--- src/rtl/alu_pkg.sv ---
// alu_pkg: shared opcode, flag-index and FSM-state constants for the ALU issue stage.
package alu_pkg;
  localparam logic [1:0] OP_ADD = 2'b00;
  localparam logic [1:0] OP_SUB = 2'b01;
  localparam logic [1:0] OP_AND = 2'b10;
  localparam logic [1:0] OP_OR  = 2'b11;
  localparam int FLAG_Z = 3;
  localparam int FLAG_N = 2;
  localparam int FLAG_C = 1;
  localparam int FLAG_V = 0;
  typedef logic [1:0] state_t;
  localparam state_t ST_IDLE = 2'd0;
  localparam state_t ST_EXEC = 2'd1;
  localparam state_t ST_RESP = 2'd2;
endpackage

--- src/rtl/alu_regfile.sv ---
// alu_regfile: 2**AW x DW register file, two async read ports, one sync write port.
module alu_regfile #(
  parameter int DW = 4,
  parameter int AW = 2
) (
  input  logic          clk,
  input  logic          rst,
  input  logic          we,
  input  logic [AW-1:0] wa,
  input  logic [DW-1:0] wd,
  input  logic [AW-1:0] ra1,
  output logic [DW-1:0] rd1,
  input  logic [AW-1:0] ra2,
  output logic [DW-1:0] rd2
);
  logic [DW-1:0] mem [2**AW];
  always_ff @(posedge clk)
    if (rst) mem <= '{default: '0};
    else if (we) mem[wa] <= wd;
  assign rd1 = mem[ra1];
  assign rd2 = mem[ra2];
endmodule

--- src/rtl/alu_issue_wb.sv ---
// alu_issue_wb: issue/writeback stage feeding an external 4-bit ALU; IDLE -> EXEC -> RESP.
module alu_issue_wb
  import alu_pkg::*;
#(
  parameter int DW = 4,
  parameter int AW = 2
) (
  input  logic          clk,
  input  logic          rst,
  input  logic          cmd_valid,
  output logic          cmd_ready,
  input  logic [1:0]    cmd_op,
  input  logic [AW-1:0] cmd_rd,
  input  logic [AW-1:0] cmd_rs1,
  input  logic [AW-1:0] cmd_rs2,
  input  logic          cmd_use_imm,
  input  logic [DW-1:0] cmd_imm,
  input  logic          cmd_flag_we,
  output logic [DW-1:0] alu_a,
  output logic [DW-1:0] alu_b,
  output logic [1:0]    alu_sel,
  input  logic [DW-1:0] alu_y,
  input  logic          alu_k,
  input  logic          alu_n,
  input  logic          alu_c,
  input  logic          alu_v,
  output logic          rsp_valid,
  input  logic          rsp_ready,
  output logic [DW-1:0] rsp_data,
  output logic [3:0]    rsp_flags,
  output logic [3:0]    flags_q
);
  state_t state;
  logic [AW-1:0] rd_q;
  logic fwe_q;
  logic [DW-1:0] rd1, rd2;
  logic [3:0] alu_f;
  always_comb begin
    alu_f = '0;
    alu_f[FLAG_Z] = alu_k;
    alu_f[FLAG_N] = alu_n;
    alu_f[FLAG_C] = alu_c;
    alu_f[FLAG_V] = alu_v;
  end
  assign cmd_ready = state == ST_IDLE;
  alu_regfile #(.DW(DW), .AW(AW)) u_rf (
    .clk(clk), .rst(rst), .we(state == ST_EXEC), .wa(rd_q), .wd(alu_y),
    .ra1(cmd_rs1), .rd1(rd1), .ra2(cmd_rs2), .rd2(rd2)
  );
  // The ALU operand outputs double as the operand latches, so they hold outside EXEC.
  always_ff @(posedge clk)
    if (rst) begin
      state <= ST_IDLE;
      alu_a <= '0;
      alu_b <= '0;
      alu_sel <= '0;
      rd_q <= '0;
      fwe_q <= 1'b0;
      rsp_valid <= 1'b0;
      rsp_data <= '0;
      rsp_flags <= '0;
      flags_q <= '0;
    end else if (state == ST_IDLE && cmd_valid) begin
      alu_a <= rd1;
      alu_b <= cmd_use_imm ? cmd_imm : rd2;
      alu_sel <= cmd_op;
      rd_q <= cmd_rd;
      fwe_q <= cmd_flag_we;
      state <= ST_EXEC;
    end else if (state == ST_EXEC) begin
      rsp_data <= alu_y;
      rsp_flags <= alu_f;
      if (fwe_q) flags_q <= alu_f;
      rsp_valid <= 1'b1;
      state <= ST_RESP;
    end else if (state == ST_RESP && rsp_ready) begin
      rsp_valid <= 1'b0;
      state <= ST_IDLE;
    end
endmodule

--- config.mk ---
export PLATFORM = sky130hd
export DESIGN_NAME = alu_issue_wb
export DESIGN_NICKNAME = d
export VERILOG_FILES = /design/src/rtl/alu_pkg.sv /design/src/rtl/alu_regfile.sv /design/src/rtl/alu_issue_wb.sv
export SDC_FILE = /design/constraint.sdc
export NUM_CORES = 1
export LEC_CHECK = 0
export ABC_AREA = 1
export BUFFER_PORTS_ARGS = -buffer_cell sky130_fd_sc_hd__buf_2
export CORE_ASPECT_RATIO = 2
export CORE_MARGIN = 3
export CORE_UTILIZATION = 40
export CTS_CLUSTER_DIAMETER = 60
export DETAILED_ROUTE_END_ITERATION = 8
export HOLD_SLACK_MARGIN = 0.08
export PLACE_DENSITY = 0.62
export SLEW_MARGIN = 30
export SYNTH_ARGS = -nofsm -noshare
export SYNTH_HDL_FRONTEND = slang
export SYNTH_SLANG_ARGS = --single-unit
--- constraint.sdc ---
create_clock -name clk -period 1.2 [get_ports clk]
set_input_delay 0.24 -clock clk [delete_from_list [all_inputs] [get_ports clk]]
set_output_delay 0.24 -clock clk [all_outputs]
set_load 0.01 [all_outputs]
==> results of run 1 <==
[cell usage in the layout, fill, tap and decap left out, types with 4 or more instances in the layout]
| cell | Yosys | layout |
|---|---|---|
| buf_4 | 0 | 9 |
| o21ai_0 | 30 | 30 |
| clkbuf_8 | 0 | 5 |
| nand3_4 | 4 | 4 |
| nand2_1 | 75 | 75 |
| inv_2 | 7 | 7 |
| nor2_1 | 70 | 70 |
| o21ai_1 | 4 | 4 |
| nand3_1 | 13 | 13 |
| dfxtp_1 | 44 | 42 |
| a21oi_1 | 5 | 5 |
| inv_1 | 13 | 13 |
| buf_2 | 3 | 49 |
[worst max path at each step]
stage | from | endpoint | slack [ns] | cells past startpoint
global route | state[1] | cmd_ready | 0.004 | 2
finish | state[1] | cmd_ready | 0.04 | 2
detailed placement | state[0] | u_rf.mem[3] | 0.01 | 5
CTS | state[1] | cmd_ready | -0.01 | 2
global placement | state[1] | u_rf.mem[3] | 0.02 | 4
floorplan | state[1] | alu_a[0] | 0.07 | 7
[sequential cells by signal, indices dropped and copies added, names as in the netlist]
signal	count
alu_sel	2
rd_q	2
flags_q	4
fwe_q	1
rsp_valid	1
u_rf.mem	16
rsp_data	4
state	2
alu_b	4
rsp_flags	4
alu_a	4
[critical path, stage by stage, from the launching register on]
cell and delay (ns):
dfxtp_4 0.38, nor2_4 0.11, buf_2 0.14
[metal layers]
| metal | part of all wire | track usage |
|---|---|---|
| met1 | 0.34 | 0.164 |
| met2 | 0.60 | 0.364 |
| met3 | 0.037 | 0.0258 |
| met4 | 0.025 | 0.0730 |
| met5 | 0 | 0 |
[final cells by class]
class	instances	share of cell area
multi-input combinational	206	0.385
sequential	44	0.369
timing repair buffer	60	0.142
inverter	20	0.0313
clock buffer	6	0.0302
tap	55	0.0286
clock inverter	2	0.0146
[report_power, final]
part           internal [µW]  switching [µW]
Sequential              1540            53.9
Clock                    618             481
Combinational            193             280
Total                   2350             815
[cells by family after synthesis]
logic type             count (synthesis)
AND/OR/NAND/NOR                      166
flip-flops                            44
buffers and inverters                 27
AO/OA/AOI/OAI                         40
[timing repair]
action / in CTS / in global routing
gates resized for setup: 1 / 4
setup endpoints to repair: 1 / 18
pin swaps: 0 / 1
setup buffers: 0 / 3
[through the flow]
| step | TNS (ns) | total power [µW] | cell area, µm² |
|---|---|---|---|
| 6_report | 0 | 3160 | 2400 |
| 5_1_grt | 0 | 3320 | 2400 |
| 4_1_cts | -0.0130 | 3180 | 2360 |
| 3_5_place_dp | 0 | 2080 | 2250 |
| 3_3_place_gp | 0 | 2070 | 2250 |
| 2_1_floorplan | 0 | 1900 | 1930 |
==> impl_results.md, run 1 <==
- Status: completed
- Drt initial violations: 50
- Remaining Overflow, GRT: 0
- Die width: 55.1 µm
- Layout area overhead: 24.5%
- Placer Congestion: 0.769
- CTS H-tree depth: 2
- Final worst slack: 0.0421 ns
- Die area: 5740 µm²
- Worst reg-to-reg setup slack: 0.08 ns
- Area occupied by multi-input gates: 925 µm²
- Pre-antenna DRT Iters: 4
- Post-layout util: 0.518
- Global-route usage over all layers: 0.184
- Flops & latches, synth: 44
- Pleak: 0.00113 µW
- Main synth FF type: dfxtp_1
- Mean Syn Cell Area: 6.97 µm²
- DP Wirelength: 3.93 mm
- Synth cell types: 19
- Hold slack: 0.142 ns
- CTS max path bufs: 2
- Crit end category: output port
- Most frequent cell after synthesis: nand2_1
- Async SR Flop Fraction: 0
- Synth warnings: 0
- Syn Inst Count: 277
- Startpoint Class: flop
- Reg area: 886 µm²
- Fillers: 508
- Diodes inserted: 0
- Adder-cell share of the synthesized area: 0
- Peak Freq: 864 MHz
- CP Data Arrival Time: 0.92 ns
- Number of max-cap violations: 0
- Clock transition at path regs: 0.08 ns
- Unrepaired setup endpoints after global routing: no
- Hold violation count in the final report: 0
- Final Cycle Share: 0.965
- CTS sink count: 44
- Hold Path Origin: cmd_flag_we
- Reg2Reg Depth: 6
- Hold EP: fwe_q
- Largest cells by area after synthesis: dfxtp_1 (46%), nand2_1 (15%), nor2_1 (14%)
- Largest net degree at the start of global routing: 25
- DRC errors left: 0
- Cell taking the most area after synthesis: dfxtp_1
- Tmin final: 1.16 ns
- Fin cells: 393
- Root Driver: clkbuf_8
- Starting Density: 0.416
- CTS Hold Bufs: 0
- Total Wirelength: 4.90 mm
- Share of cells above drive strength 1: 0.246
- Worst-margin pin slew: 0.245 ns
- Routed wire per std cell: 12.5 µm
- Synth Area in Simple Gates: 0.372
- First-pass GRT wire length: 7.69 mm
- Cts bufs inserted: 5
- Crit-path max FO: 5
- R2R Path Start: state[0]
- Crit Path Category: reg2out
- Synth top cells by count: nand2_1 (75), nor2_1 (70), dfxtp_1 (44), o21ai_0 (30)
- Std cell rows: 35
- R2r endpoint: u_rf.mem[10]
- Largest family of logic cells by synthesized area: simple AND/OR/NAND/NOR gates
- Relative slew slack: 0.836
- Multiplexer share of the synthesized area: 0
- Number of synthesized flops with an enable pin: 0
- Clk_lat worst skew: 0.29 ns
- Worst VDD drop: 0.00103 V
- Min-Delay Path Class: in2reg
- Post-Route Skew: 0.00926 ns
- Placed cells: 382
- Antenna violations before repair: 0
- CTS tree: done
- IO buf count: 49
- Final-report setup violation count: 0
- Post-synthesis cell area: 1930 µm²
- Min-Delay Path Depth: 3
- Top-area cell type share of the netlist area: 0.457
- Post-DRT Antenna Nets: 0
- Sequential-to-total area share from yosys stat: 0.457
- Power Dens Cells: 1320 nW/µm²
- Post-Synth XOR/XNOR Area: 0
- IO Count: 50
- Vias/cell: 4.76
- Core Footprint: 4640 µm²
- Synth Net Count: 303
- Nets@finish: 363
- Vias in the first global route: 1708
- Total number of vias: 1870
- Compound-cell area share of the yosys netlist: 0.105
- Die Ht: 104 µm
- Pre-CTS setup slack: 0.0128 ns
- Req. time, crit path: 0.96 ns
- Fin. max-slew vios: 0
Note: power is estimated with default switching activity, not from simulation.
==> inputs of run 2 (changes only) <==
CTS_BUF_LIST = sky130_fd_sc_hd__clkbuf_4   (was unset)
==> impl_results.md, run 2 (same netlist as run 1, synthesis figures left out) <==
- CTS tree: done
- Placer Congestion: 0.769
- Most frequent cells in the layout: nand2_1 (75), nor2_1 (70), buf_2 (48), dfxtp_1 (42), o21ai_0 (30)
- First-pass GRT wire length: 7.75 mm
- Peak Freq: 853 MHz
- Min-Delay Path Class: in2reg
- Largest Register: u_rf.mem
- Crit end category: output port
- Power Dens Cells: 1230 nW/µm²
- Share of cells above drive strength 1: 0.253
- Worst-margin pin slew: 0.241 ns
- Routed wire per std cell: 12.3 µm
- Relative slew slack: 0.839
- Design Power: 3010 µW
- Fillers: 500
- Largest net degree at the start of global routing: 25
- Critical path launch point: state[0]
- Flip-flop count of the largest register after layout: 16
- IO buf count: 49
- Core Footprint: 4640 µm²
- Vias in the first global route: 1733
- Clk_lat worst skew: 0.35 ns
- Unrepaired setup endpoints after global routing: yes
- Req. time, crit path: 0.96 ns
- Tmin final: 1.17 ns
- WL met1: 1.71 mm
- Hold violation count in the final report: 0
- Vias/cell: 4.75
- Status: completed
- IO Count: 50
- Starting Density: 0.416
- Setup TNS: 0 ns
- Clock transition at path regs: 0.12 ns
- CTS max path bufs: 2
- Antenna violations before repair: 0
- DR WL met3: 180 µm
- Worst VDD drop: 0.000871 V
- CTS H-tree depth: 2
- Pleak: 0.00116 µW
- Post-DRT Antenna Nets: 0
- Final Cycle Share: 0.977
- Crit-path max FO: 3
- Most common cell after layout, fill and taps aside: nand2_1
- Final-report setup violation count: 0
- CP Data Arrival Time: 0.93 ns
- Nets@finish: 369
- Hold Path Origin: cmd_rd[1]
- DRC errors left: 0
- Root Driver: clkbuf_4
- Crit Path Category: reg2out
- Min-Delay Path Depth: 3
- Cts bufs inserted: 5
- Post-Route Skew: 0.0171 ns
- Post-layout util: 0.527
- Std cell rows: 35
- Fin. max-slew vios: 0
- Diodes inserted: 0
- Layout area overhead: 26.8%
- Metal2 WL: 2.89 mm
- DP Wirelength: 3.93 mm
- CTS sink count: 44
- Pre-antenna DRT Iters: 7
- Die Ht: 104 µm
- Drt initial violations: 56
- Global-route usage over all layers: 0.184
- Remaining Overflow, GRT: 0
- Die width: 55.1 µm
- Reg2Reg Depth: 6
- Total Wirelength: 4.92 mm
- R2R Path Start: state[1]
- Number of max-cap violations: 0
- Die area: 5740 µm²
- Hold slack: 0.103 ns
- Top routing layer used: met4
- Startpoint Class: flop
- Total number of vias: 1895
-- run 2: cell types whose count changed in the layout (fill, tap and decap cells not counted), sizes merged --
cell         change
buf              +3
dlygate4sd3      +3
-- run 2: worst max-delay path, cell delays in order, from the launching register on --
cell and delay (ns):
dfxtp_2 0.36, nor2_4 0.12, buf_6 0.11
-- run 2: repair_timing --
action                                  4_1_cts  5_1_grt
buffers inserted                              2        4
gates resized for setup                       5        1
hold endpoints to repair                      3        0
hold buffers                                  3        0
pin swaps                                     1        2
endpoints found under the setup margin        1       17
-- run 2: final cells by class --
| class | count | area, µm² | area share |
|---|---|---|---|
| flip-flops and latches | 44 | 886 | 0.362 |
| well taps | 55 | 68.8 | 0.0281 |
| clock buffers | 6 | 45.0 | 0.0184 |
| multi-input cells | 206 | 925 | 0.378 |
| clock inverters | 2 | 35.0 | 0.0143 |
| repair buffers | 66 | 412 | 0.168 |
| inverters | 20 | 75.1 | 0.0307 |
-- run 2: layer usage --
layer	global-route usage	vias to the layer above
met3	0.0258	9
met2	0.364	41
li1	-	1000
met5	0	-
met4	0.0730	0
met1	0.166	845
-- run 2: worst paths after layout --
check                 end  slack [ns]
max             cmd_ready        0.03
min               rd_q[1]        0.10
max reg2reg  u_rf.mem[10]        0.06
min reg2reg    alu_sel[0]        0.45
-- run 2: where the power goes --
group / total (µW) / switching, µW / internal, µW
logic: 499 / 285 / 214
clock network: 919 / 459 / 460
registers: 1590 / 51.5 / 1540
total: 3010 / 795 / 2210
-- run 2: stage by stage --
| step | instances | setup slack [ns] | instance area [µm²] |
|---|---|---|---|
| 2_1_floorplan | 277 | 0.0707 | 1930 |
| 3_5_place_dp | 382 | 0.0128 | 2250 |
| 6_report | 399 | 0.0272 | 2450 |
| 4_1_cts | 395 | -0.0161 | 2390 |
| 5_1_grt | 399 | -0.0225 | 2450 |
| 3_3_place_gp | 382 | 0.0181 | 2250 |
==> inputs of run 3 (changes only) <==
BUFFER_PORTS_ARGS = unset   (was -buffer_cell sky130_fd_sc_hd__buf_2)
CAP_MARGIN = 20   (was unset)
CTS_BUF_LIST = sky130_fd_sc_hd__clkbuf_16   (was sky130_fd_sc_hd__clkbuf_4)
DONT_BUFFER_PORTS = 1   (was unset)
PLACE_DENSITY = 0.53   (was 0.62)
==> impl_results.md, run 3 (same netlist as run 1, synthesis figures left out) <==
- Hold violation count in the final report: 0
- Post-layout util: 0.493
- Largest Register: u_rf.mem
- Unrepaired setup endpoints after global routing: yes
- Min-Delay Path Class: in2reg
- Post-DRT Antenna Nets: 0
- Diodes inserted: 0
- R2R Path Start: state[0]
- Startpoint Class: flop
- Vias in the first global route: 1841
- Final Cell Area: 2290 µm²
- Number of max-cap violations: 0
- CP Depth: 2
- IO buf count: 0
- Placed cells: 334
- Flip-flop count of the largest register after layout: 16
- CP Data Arrival Time: 0.91 ns
- Die area: 5740 µm²
- Share of cells above drive strength 1: 0.116
- Antenna violations before repair: 0
- Drt initial violations: 47
- Crit end category: output port
- CP cell instances: nor2_2 -> buf_4
- Worst-margin pin slew: 0.284 ns
- Starting Density: 0.416
- Clk_lat worst skew: 0.28 ns
- Critical path launch point: state[1]
- Final Cycle Share: 0.959
- Core Footprint: 4640 µm²
- Die width: 55.1 µm
- Peak Freq: 869 MHz
- Std cell rows: 35
- Status: completed
- CP max stage delay: 0.37 ns
- Root Driver: clkbuf_16
- First-pass GRT wire length: 8.24 mm
- Tmin final: 1.15 ns
- Reg area: 883 µm²
- Area occupied by multi-input gates: 920 µm²
- Pre-CTS setup slack: 0.0365 ns
- Fin. max-slew vios: 0
- Most frequent cells in the layout: nand2_1 (75), nor2_1 (70), dfxtp_1 (42), o21ai_0 (28)
- CTS max path bufs: 2
- IO Count: 50
- Most common cell after layout, fill and taps aside: nand2_1
- Global-route usage over all layers: 0.198
- Slowest stage cell, crit path: dfxtp_2
- Die Ht: 104 µm
- Crit Path Category: reg2out
- Fin cells: 348
- CTS H-tree depth: 2
- DRC errors left: 0
- Largest net degree at the start of global routing: 16
- Setup crit end: cmd_ready
- R2r endpoint: u_rf.mem[10]
- Post-Route Skew: 0.00741 ns
- Nets@finish: 318
- Pre-antenna DRT Iters: 4
- Pleak: 0.000973 µW
- Placer Congestion: 0.696
- Final worst slack: 0.0489 ns
- Crit-path max FO: 5
- Req. time, crit path: 0.96 ns
- Cts bufs inserted: 5
- Fillers: 515
- Total number of vias: 1740
- CTS tree: done
- Total Wirelength: 5.01 mm
- Routed wire per std cell: 14.4 µm
- Relative slew slack: 0.810
- CTS sink count: 44
- CP top delay family: flip-flops
- Final-report setup violation count: 0
- DP Wirelength: 3.93 mm
- Number of buffers and inverters on the critical path: 1
- Worst VDD drop: 0.00107 V
- Vias/cell: 5.00
- Reg2Reg Depth: 5
- Clock transition at path regs: 0.06 ns
- Power Dens Cells: 1710 nW/µm²
- Remaining Overflow, GRT: 0
- Worst reg-to-reg setup slack: 0.09 ns
- Layout area overhead: 18.5%
- Placed inst area: 2010 µm²
## run 3: changes by cell type in the layout (fill, tap and decap cells not counted), sizes merged
cell | before | now
clkbuf | 7 | 5
bufinv | 1 | 3
dlygate4sd3 | 3 | 5
buf | 62 | 10
clkinv | 1 | 0
## run 3: metrics by stage
stage / hold WS (ns) / power [µW] / setup TNS [ns]
2_1_floorplan: 0.350 / 1900 / 0
3_3_place_gp: 0.311 / 1980 / 0
3_5_place_dp: 0.313 / 1980 / 0
4_1_cts: 0.0842 / 3970 / 0
5_1_grt: 0.0910 / 4080 / -0.0133
6_report: 0.0900 / 3910 / 0
## run 3: worst min-delay path by stage
| stage | startpoint | endpoint | slack (ns) | cells past startpoint |
|---|---|---|---|---|
| final | cmd_rd[0] | rd_q[0] | 0.09 | 2 |
| after global routing | cmd_rd[0] | rd_q[0] | 0.09 | 2 |
| after CTS | cmd_rd[0] | rd_q[0] | 0.08 | 2 |
| after detailed placement | rst | state[0] | 0.31 | 1 |
| after global placement | rst | flags_q[2] | 0.31 | 1 |
| after floorplan | cmd_op[0] | alu_sel[0] | 0.35 | 2 |
## run 3: where the power goes
group | leakage (µW) | total (µW) | internal [µW] | switching, µW
combinational | 0.000509 | 340 | 134 | 206
clock | 0.000104 | 1950 | 1400 | 548
sequential | 0.000360 | 1620 | 1540 | 82.7
total | 0.000973 | 3910 | 3080 | 836
## run 3: area by class of cell
| class | count | area share |
|---|---|---|
| sequential | 44 | 0.386 |
| clock inverter | 3 | 0.0394 |
| inverter | 20 | 0.0328 |
| timing repair buffer | 15 | 0.0547 |
| tap | 55 | 0.0301 |
| multi-input combinational | 206 | 0.402 |
| clock buffer | 5 | 0.0547 |
## run 3: repair_timing
action | in CTS | in global routing
setup endpoints to repair | 1 | 18
resized for setup | 1 | 3
hold endpoints to repair | 11 | 0
gates cloned | 0 | 0
hold buffers | 5 | 0
buffers inserted | 0 | 1
## run 3: per-layer routing
metal | vias to the layer above | GRT usage | part of all wire
met5 | - | 0 | 0
met4 | 0 | 0.0870 | 0.028
met3 | 8 | 0.0416 | 0.041
met2 | 43 | 0.379 | 0.59
met1 | 786 | 0.176 | 0.34
li1 | 903 | - | -
